==> src/rtl/specdrum_pkg.sv <==
// rtl/specdrum_pkg.sv - shared state encoding, port constants and defaults for the Specdrum sequencer
package specdrum_pkg;

  typedef enum logic [1:0] {
    ST_IDLE = 2'd0,
    ST_FILL = 2'd1,
    ST_PLAY = 2'd2
  } state_e;

  localparam logic [7:0] PORT_DF = 8'hDF;
  localparam logic [7:0] PORT_FB = 8'hFB;
  localparam int DEPTH_DEFAULT   = 16;
  localparam int DIVIDER_DEFAULT = 80;

endpackage

==> src/rtl/specdrum_fifo.sv <==
// rtl/specdrum_fifo.sv - ce-qualified synchronous sample FIFO with explicit occupancy counter
module specdrum_fifo
  import specdrum_pkg::*;
#(
  parameter int DEPTH = DEPTH_DEFAULT,
  localparam int AW = $clog2(DEPTH)
) (
  input  logic          clock,
  input  logic          reset,
  input  logic          ce,
  input  logic          push,
  input  logic          pop,
  input  logic [7:0]    din,
  output logic [7:0]    dout,
  output logic [AW:0]   level
);

  logic [7:0]    mem_q [DEPTH];
  logic [AW-1:0] wr_ptr_q, wr_ptr_d;
  logic [AW-1:0] rd_ptr_q, rd_ptr_d;
  logic [AW:0]   level_q, level_d;
  logic          do_push, do_pop;

  // The caller only requests legal operations; the FIFO itself never refuses.
  always_comb begin
    do_push  = ce && push;
    do_pop   = ce && pop;
    wr_ptr_d = wr_ptr_q;
    rd_ptr_d = rd_ptr_q;
    level_d  = level_q;
    if (do_push) wr_ptr_d = wr_ptr_q + 1'b1;
    if (do_pop)  rd_ptr_d = rd_ptr_q + 1'b1;
    if (do_push && !do_pop)      level_d = level_q + 1'b1;
    else if (!do_push && do_pop) level_d = level_q - 1'b1;
  end

  always_ff @(posedge clock) begin
    if (!reset) begin
      wr_ptr_q <= '0;
      rd_ptr_q <= '0;
      level_q  <= '0;
    end else begin
      wr_ptr_q <= wr_ptr_d;
      rd_ptr_q <= rd_ptr_d;
      level_q  <= level_d;
    end
  end

  always_ff @(posedge clock) begin
    if (do_push) mem_q[wr_ptr_q] <= din;
  end

  assign dout  = mem_q[rd_ptr_q];
  assign level = level_q;

endmodule

==> src/rtl/specdrum_sequencer.sv <==
// rtl/specdrum_sequencer.sv - paced Specdrum DAC playback: OUT capture, FIFO, tick pacing, output register
// Optional: SPECDRUM_COVOX_EN also decodes Covox port FB into the same write path.
module specdrum_sequencer
  import specdrum_pkg::*;
#(
  parameter int         DEPTH   = DEPTH_DEFAULT,
  parameter int         DIVIDER = DIVIDER_DEFAULT,
  parameter logic [7:0] PORT    = PORT_DF,
  localparam int        AW      = $clog2(DEPTH)
) (
  input  logic        clock,
  input  logic        reset,
  input  logic        ce,
  input  logic        iorq,
  input  logic        wr,
  input  logic [7:0]  d,
  input  logic [7:0]  a,
  output logic [7:0]  q,
  output logic [AW:0] level,
  output logic        overflow,
  output logic        underrun
);

  localparam int          CW       = $clog2(DIVIDER + 1);
  localparam logic [CW-1:0] RELOAD = CW'(DIVIDER - 1);
  localparam logic [AW:0] FULL_LVL = (AW + 1)'(DEPTH);
  localparam logic [AW:0] HALF_LVL = (AW + 1)'(DEPTH / 2);

  state_e        state_q, state_d;
  logic [CW-1:0] cnt_q, cnt_d;
  logic [7:0]    q_q, q_d;
  logic          prev_hit_q, prev_hit_d;
  logic          overflow_q, overflow_d;
  logic          underrun_q, underrun_d;
  logic          hit, push_req, push, pop, full, tick;
  logic [7:0]    fifo_dout;
  logic [AW:0]   fifo_level;

  specdrum_fifo #(.DEPTH(DEPTH)) u_fifo (
    .clock (clock),
    .reset (reset),
    .ce    (ce),
    .push  (push),
    .pop   (pop),
    .din   (d),
    .dout  (fifo_dout),
    .level (fifo_level)
  );

  always_comb begin
    hit = !iorq && !wr && (a == PORT);
`ifdef SPECDRUM_COVOX_EN
    hit = hit || (!iorq && !wr && (a == PORT_FB));
`endif
    push_req   = ce && hit && !prev_hit_q;
    full       = (fifo_level == FULL_LVL);
    tick       = ce && (state_q == ST_PLAY) && (cnt_q == '0);
    pop        = tick && (fifo_level != '0);
    // A full FIFO still accepts a write when a pop frees the slot on the same ce.
    push       = push_req && (!full || pop);
    prev_hit_d = ce ? hit : prev_hit_q;

    state_d    = state_q;
    cnt_d      = cnt_q;
    q_d        = q_q;
    overflow_d = overflow_q;
    underrun_d = underrun_q;
    if (ce) begin
      overflow_d = push_req && full && !pop;
      underrun_d = 1'b0;
      case (state_q)
        ST_IDLE: begin
          cnt_d = RELOAD;
          if (push) state_d = ST_FILL;
        end
        ST_FILL: begin
          cnt_d = RELOAD;
          if (fifo_level >= HALF_LVL) state_d = ST_PLAY;
        end
        ST_PLAY: begin
          if (cnt_q == '0) begin
            cnt_d = RELOAD;
            if (fifo_level != '0) begin
              q_d = fifo_dout;
            end else begin
              underrun_d = 1'b1;
              state_d    = ST_IDLE;
            end
          end else begin
            cnt_d = cnt_q - 1'b1;
          end
        end
        default: state_d = ST_IDLE;
      endcase
    end
  end

  // prev_hit resets high so a cycle already in progress at release is not captured.
  always_ff @(posedge clock) begin
    if (!reset) begin
      state_q    <= ST_IDLE;
      cnt_q      <= RELOAD;
      q_q        <= '0;
      prev_hit_q <= 1'b1;
      overflow_q <= 1'b0;
      underrun_q <= 1'b0;
    end else begin
      state_q    <= state_d;
      cnt_q      <= cnt_d;
      q_q        <= q_d;
      prev_hit_q <= prev_hit_d;
      overflow_q <= overflow_d;
      underrun_q <= underrun_d;
    end
  end

  assign q        = q_q;
  assign level    = fifo_level;
  assign overflow = overflow_q;
  assign underrun = underrun_q;

endmodule

==> config.mk <==
export PLATFORM = sky130hd
export DESIGN_NAME = specdrum_sequencer
export DESIGN_NICKNAME = d
export VERILOG_FILES = /design/src/rtl/specdrum_pkg.sv /design/src/rtl/specdrum_fifo.sv /design/src/rtl/specdrum_sequencer.sv
export SDC_FILE = /design/constraint.sdc
export NUM_CORES = 1
export LEC_CHECK = 0
export CORE_MARGIN = 10
export CORE_UTILIZATION = 50
export DETAILED_ROUTE_END_ITERATION = 10
export PLACE_DENSITY_LB_ADDON = 0.12
export SETUP_SLACK_MARGIN = 0.2
export SYNTH_ARGS = -nofsm -noshare
export SYNTH_HDL_FRONTEND = slang
export SYNTH_HIERARCHICAL = 1
export SYNTH_SLANG_ARGS = --single-unit
==> constraint.sdc <==
create_clock -name clock -period 3.22 [get_ports clock]
set_input_delay 0.322 -clock clock [delete_from_list [all_inputs] [get_ports clock]]
set_output_delay 0.322 -clock clock [all_outputs]
set_load 0.03 [all_outputs]
== Word-level counts from Yosys, hierarchy flattened ==
Memories as Yosys holds them, arrays and structs flattened. A register that Yosys moved wholly into a read port is not among the register bits.
Cells that the tools add are included.
Word-level totals
  output and inout port bits: 15
  memories: 1
  input port bits: 21
  register bits after elaboration: 25
  bits in writable memories: 128
Cells by class
  reduce and logical (&&, ||, !) cells: 32
  multiplexer cells: 14
  $lt $le $gt $ge: 1
  add/subtract/negate cells: 5
  equal/unequal tests: 8
Memory list
  u_fifo.mem_q: words 16, bits a word 8, read ports 1, clocked after Yosys merged registers in 1, write ports 1, RTL line specdrum_fifo.sv:18  | logic [7:0] mem_q [DEPTH];
Operators with widths (number)
  $logic_and A1 B1 Y1: 14
  $pmux W7 S2: 1
  $mux W5: 2
  $add A4 B1 Y4 const B: 2
  $eq A8 B8 Y1 const B: 1
  $logic_not A1 Y1: 8
  $mux W2: 4
  $logic_not A7 Y1: 1
  $mux W7: 1
  $sub A7 B1 Y7 const B: 1
  $pmux W2 S3: 1
  $add A5 B1 Y5 const B: 1
  $eq A5 B5 Y1 const B: 1
  $ge A5 B4 Y1 const B: 1
  $mux W1: 5
  $reduce_and A5 Y1: 1
  $reduce_bool A5 Y1: 1
  $sub A5 B1 Y5 const B: 1
  $ne A2 B1 Y1 const B: 2
  $ne A2 B2 Y1 const B: 2
  $reduce_and A4 Y1: 1
  $reduce_bool A2 Y1: 2
  $eq A2 B1 Y1 const B: 1
  $eq A2 B2 Y1 const B: 1
  other kinds (4): 4

== Depth between registers and ports, before layout ==
  depth in word-level cells: 11
  gate-level depth with buffers: 15

== Modules after synthesis ==
Netlist, hierarchy kept.
By module, submodules not included
  specdrum_fifo: seq. area each 4184.0 um2, cells an instance 302, area each 5780.5 um2, instances 1
  specdrum_sequencer: seq. area each 400.4 um2, cells an instance 120, area each 1012.2 um2, instances 1

== Least setup slack after synthesis ==
OpenSTA, ideal clock, no wires.
  path type: register to register
  start point: register u_fifo.level_q[1] (netlist: u_fifo/level[1])
  end point: register u_fifo.level_q[3] (netlist: u_fifo/level[3])
  clock period less this slack: 3037 ps
  stages on the path, launching flop included: 11
  required time: 3158 ps
  arrival: 2975 ps
  slack: 183 ps
  cells stage by stage: dfxtp_1 or4_4 a211oi_1 nor2_1 and2_1 buf_2 ha_1 inv_1 ha_1 or4b_2 nand3_1
On the way
  longest elaborated chain between the ends: 8
  elaborated cells between the ends (all ways): 17
Ends and longest elaborated chain
  start: declaration: RTL line specdrum_fifo.sv:21  | logic [AW:0] level_q, level_d;
  start signal: assignment: RTL line specdrum_fifo.sv:45  | level_q <= level_d;
  $eq A5 B5 Y1 or $reduce_bool A5 Y1 (tied branches): RTL line specdrum_sequencer.sv:56, specdrum_sequencer.sv:58
  $logic_not A1 Y1 or $logic_and A1 B1 Y1 (tied branches): RTL line specdrum_sequencer.sv:60, specdrum_sequencer.sv:58
  $logic_or A1 B1 Y1 (*): RTL line specdrum_sequencer.sv:60  | push = push_req && (!full || pop);
  $logic_and A1 B1 Y1 (*): RTL line specdrum_sequencer.sv:60
  named net push: RTL line specdrum_sequencer.sv:35  | logic hit, push_req, push, pop, full, tick;
  $logic_and A1 B1 Y1 (*): RTL line specdrum_fifo.sv:26  | do_push = ce && push;
  named net u_fifo.do_push: RTL line specdrum_fifo.sv:22  | logic do_push, do_pop;
  $logic_not A1 Y1: RTL line specdrum_fifo.sv:34  | else if (!do_push && do_pop) level_d = level_q - 1'b1;
  $logic_and A1 B1 Y1: RTL line specdrum_fifo.sv:34
  $reduce_bool A2 Y1 (no source line)
Mark *: on every way through the listed nets, which the timed path passes. The rest lies on a longest branch. The select of a mux whose other input is x is not followed.
A chain may end at the register's enable or synchronous reset.

== Final worst setup path ==
  start point: register cnt_q[5]
  end point: register u_fifo.level_q[3] (netlist: u_fifo/level[3])
On the way
  longest elaborated chain between the ends: 9
  elaborated cells between the ends (all ways): 13
Ends and longest elaborated chain
  start: declaration: RTL line specdrum_sequencer.sv:30  | logic [CW-1:0] cnt_q, cnt_d;
  start signal: assignment: RTL line specdrum_sequencer.sv:109  | cnt_q <= cnt_d;
  $logic_not A7 Y1 (*): RTL line specdrum_sequencer.sv:57  | tick = ce && (state_q == ST_PLAY) && (cnt_q == '0);
  $logic_and A1 B1 Y1 (*): RTL line specdrum_sequencer.sv:57
  $logic_and A1 B1 Y1 (*): RTL line specdrum_sequencer.sv:58  | pop = tick && (fifo_level != '0);
  $logic_or A1 B1 Y1 (*): RTL line specdrum_sequencer.sv:60
  $logic_and A1 B1 Y1 (*): RTL line specdrum_sequencer.sv:60
  named net push: RTL line specdrum_sequencer.sv:35
  $logic_and A1 B1 Y1 (*): RTL line specdrum_fifo.sv:26
  $logic_not A1 Y1: RTL line specdrum_fifo.sv:34
  $logic_and A1 B1 Y1: RTL line specdrum_fifo.sv:34
  $reduce_bool A2 Y1 (no source line)
Mark *: on every way through the listed nets, which the timed path passes. The rest lies on a longest branch.

==> summary.md <==
| Metric | Value |
|---|---|
| Lkg Pwr | 2.69 nW |
| Max clock buf depth | 2 |
| CTS resizes | 0 |
| Die Wd | 137 um |
| WP data arrival | 3260 ps |
| Layout area overhead | 18.0% |
| Post-synthesis instance area | 6790 sq um |
| First-pass GRT wire length | 20.7 mm |
| Vias in the first global route | 3745 |
| Drt wl/cell | 19.2 um |
| Clock power frac | 0.456 |
| Core area | 13300 sq um |
| Commonest non-fill, non-tap cell in the layout | edfxtp_1 |
| DR iter-0 viols | 314 |
| Cell count after synthesis | 422 |
| Final period util | 0.900 |
| Clk_lat worst skew | 420 ps |
| #FFs+latches synth | 165 |
| Post-synth EDFFs | 128 |
| Ranking of synthesized cells by area | edfxtp_1 (57%), dfxtp_1 (11%), mux4_2 (6.0%) |
| Top cell type's share of synthesized area | 0.566 |
| Mean Syn Cell Area | 16.1 sq um |
| RSZ-0062 raised after global routing | false |
| Final HPWL DP | 8.47 mm |
| Achievable Freq | 345 MHz |
| Final setup violation count | 0 |
| Reg2reg setup slack | 320 ps |
| Total Routed Length | 12.8 mm |
| Fin. max-slew vios | 0 |
| Final hold vios | 0 |
| Post-CTS Setup Inserts | 0 |
| Cell taking the most area after synthesis | edfxtp_1 |
| Yosys warns | 6 |
| NetSw | 872 uW |
| Post-Place Cells | 635 |
| PwrDens | 542 nW/um^2 |
| Run status | finished clean |
| Ports | 36 |
| Max-Cap Viols | 0 |
| Period minus WS final | 2900 ps |
| Post-synth top flop | edfxtp_1 |
| I/O Buffers | 35 |
| CTS root buf | clkbuf_16 |
| Die height | 137 um |
| Reg clk slew, reported paths | 60 ps |
| Fin nets | 511 |
| Largest net degree at the start of global routing | 33 |
| Initial antenna violation count | 0 |
| Row cnt | 42 |
| Net Sw Frac | 0.201 |
| Clk sinks | 165 |
| Share of flip-flops with an asynchronous set or reset | 0 |
| CP max FO | 5 |
| Initial core utilization | 0.511 |
| TritonCTS clock tree | yes |
| Fin Setup TNS | 0 ps |
| Vias | 3675 |
| Layout cells sized above 1 | 0.165 |
| DRC | 0 |
| 1st-pass router iterations | 4 |
| Final GP Congestion | 0.815 |
| Sequential share of power | 0.528 |
| Critical path class | flop to flop |
| Cell variety after synth | 47 |
| Ant diodes | 0 |
| Most frequent cells in the layout | edfxtp_1 (128), nand2_1 (43), dfxtp_1 (35), clkdlybuf4s50_1 (35) |
| Syn Nets | 455 |
| Post-route ant nets | 0 |
| Worst path required time | 3580 ps |
| Worst Hold Class | flop to flop |
| Non-Filler Instances | 667 |
| Remaining global-route overflow | 0 |
| VDD IR max | 0.433 mV |
| Comb power frac | 0.016 |
| GRT Resource Usage Total | 0.146 |
| P_int | 3.47 mW |
| H-tree levels | 4 |
| Relative slew slack | 0.577 |
| Num CTS Buffers | 17 |
| Slew at the pin closest to its max-slew limit | 628 ps |
| Post-synthesis sequential area ratio | 0.675 |
| Post-CTS Hold Buffers | 0 |
| Worst setup EP type | flop |
| Clk_skew | 9.08 ps |
| Via-per-instance ratio | 5.51 |
| CP startpoint kind | flop |
| Die area | 18600 sq um |
-- layout make-up --
type                       count  area, sq um
inverter                       7         26.3
tap                          176          220
clock buffer                  18          429
fill                         991         5280
timing repair buffer          57          528
multi-input combinational    230         2070
clock inverter                14          150
sequential                   165         4590
-- cell families (layout without fill, tap and decap cells) --
| kind of cell | after synthesis | in the layout | share of synthesized area |
|---|---|---|---|
| compound gates | 39 | 39 | 0.0405 |
| flops | 165 | 165 | 0.675 |
| fa+ha+maj | 12 | 12 | 0.0232 |
| simple gates | 123 | 123 | 0.0912 |
| xor+xnor | 13 | 13 | 0.0168 |
| mux | 43 | 43 | 0.130 |
| buf+inv | 27 | 96 | 0.0234 |
-- flip-flops by register name, indices dropped and copies added (netlist names), named ones only --
register         flops
u_fifo/mem_q       128
q                    8
cnt_q                7
u_fifo/level         5
u_fifo/rd_ptr_q      4
u_fifo/wr_ptr_q      4
state_q              2
overflow             1
prev_hit_q           1
underrun             1
-- critical path, cell delays in order, from the launching register on --
cell	delay (ps)
dfxtp_2	330
or4_4	560
nor3_4	190
a211oi_4	100
nor2_1	110
and2_4	150
ha_2	170
inv_2	60
ha_1	280
a21o_1	110
a21oi_1	80
or4b_2	610
nand3_1	80
-- Yosys cell counts, types with 2 or more instances --
master           number
buf_2                 4
mux4_1               14
ha_1                 11
edfxtp_1            128
clkdlybuf4s25_2       3
mux4_2               18
nor2_1               21
mux2i_1              11
buf_6                 4
nand3_1              12
xnor2_1              10
xor2_1                3
a21oi_1               3
a22oi_1              16
clkbuf_1              8
nor2b_1               5
a21boi_0              4
nor3_1                6
and2_1               12
and3b_1               2
or4_4                 2
inv_1                 7
a211oi_1              2
nand2b_1              8
nand2_1              43
nand4_1               3
nor4_1                2
dfxtp_1              37
o21ai_0               5
-- power groups by stage --
stage	Combinational, mW	Sequential [mW]	Clock (mW)
after floorplan	0.0173	2.34	0
after global placement	0.0687	2.34	0
after detailed placement	0.0721	2.34	0
after CTS	0.0725	2.29	2.02
after global routing	0.0794	2.29	2.10
final	0.0711	2.29	1.98
-- through the flow --
stage          utilization  instance area [sq um]  hold slack [ps]  total power, mW  worst slack (ps)
3_5_place_dp         0.558                   7410              451             2.41               250
2_1_floorplan            -                   6800              421             2.36               251
5_1_grt              0.603                   8010              475             4.48               207
6_report             0.603                   8010              454             4.34               322
3_3_place_gp         0.558                   7410              443             2.41               303
4_1_cts              0.601                   7990              459             4.39               224
-- metal layers --
layer	up-vias	share of wire	global-route usage
met5	-	0	0
met1	1835	0.46	0.197
met4	0	0.012	0.0574
met2	91	0.46	0.219
met3	10	0.062	0.0392
li1	1739	-	-
-- final timing paths --
| path | cells after the start | to | from |
|---|---|---|---|
| max | 12 | u_fifo/level[3] | cnt_q[5] |
| min | 2 | q[7] | q[7] |
| max reg2reg | 12 | u_fifo/level[3] | cnt_q[5] |
| min reg2reg | 2 | q[7] | q[7] |
(Power assumes the default switching activity.)
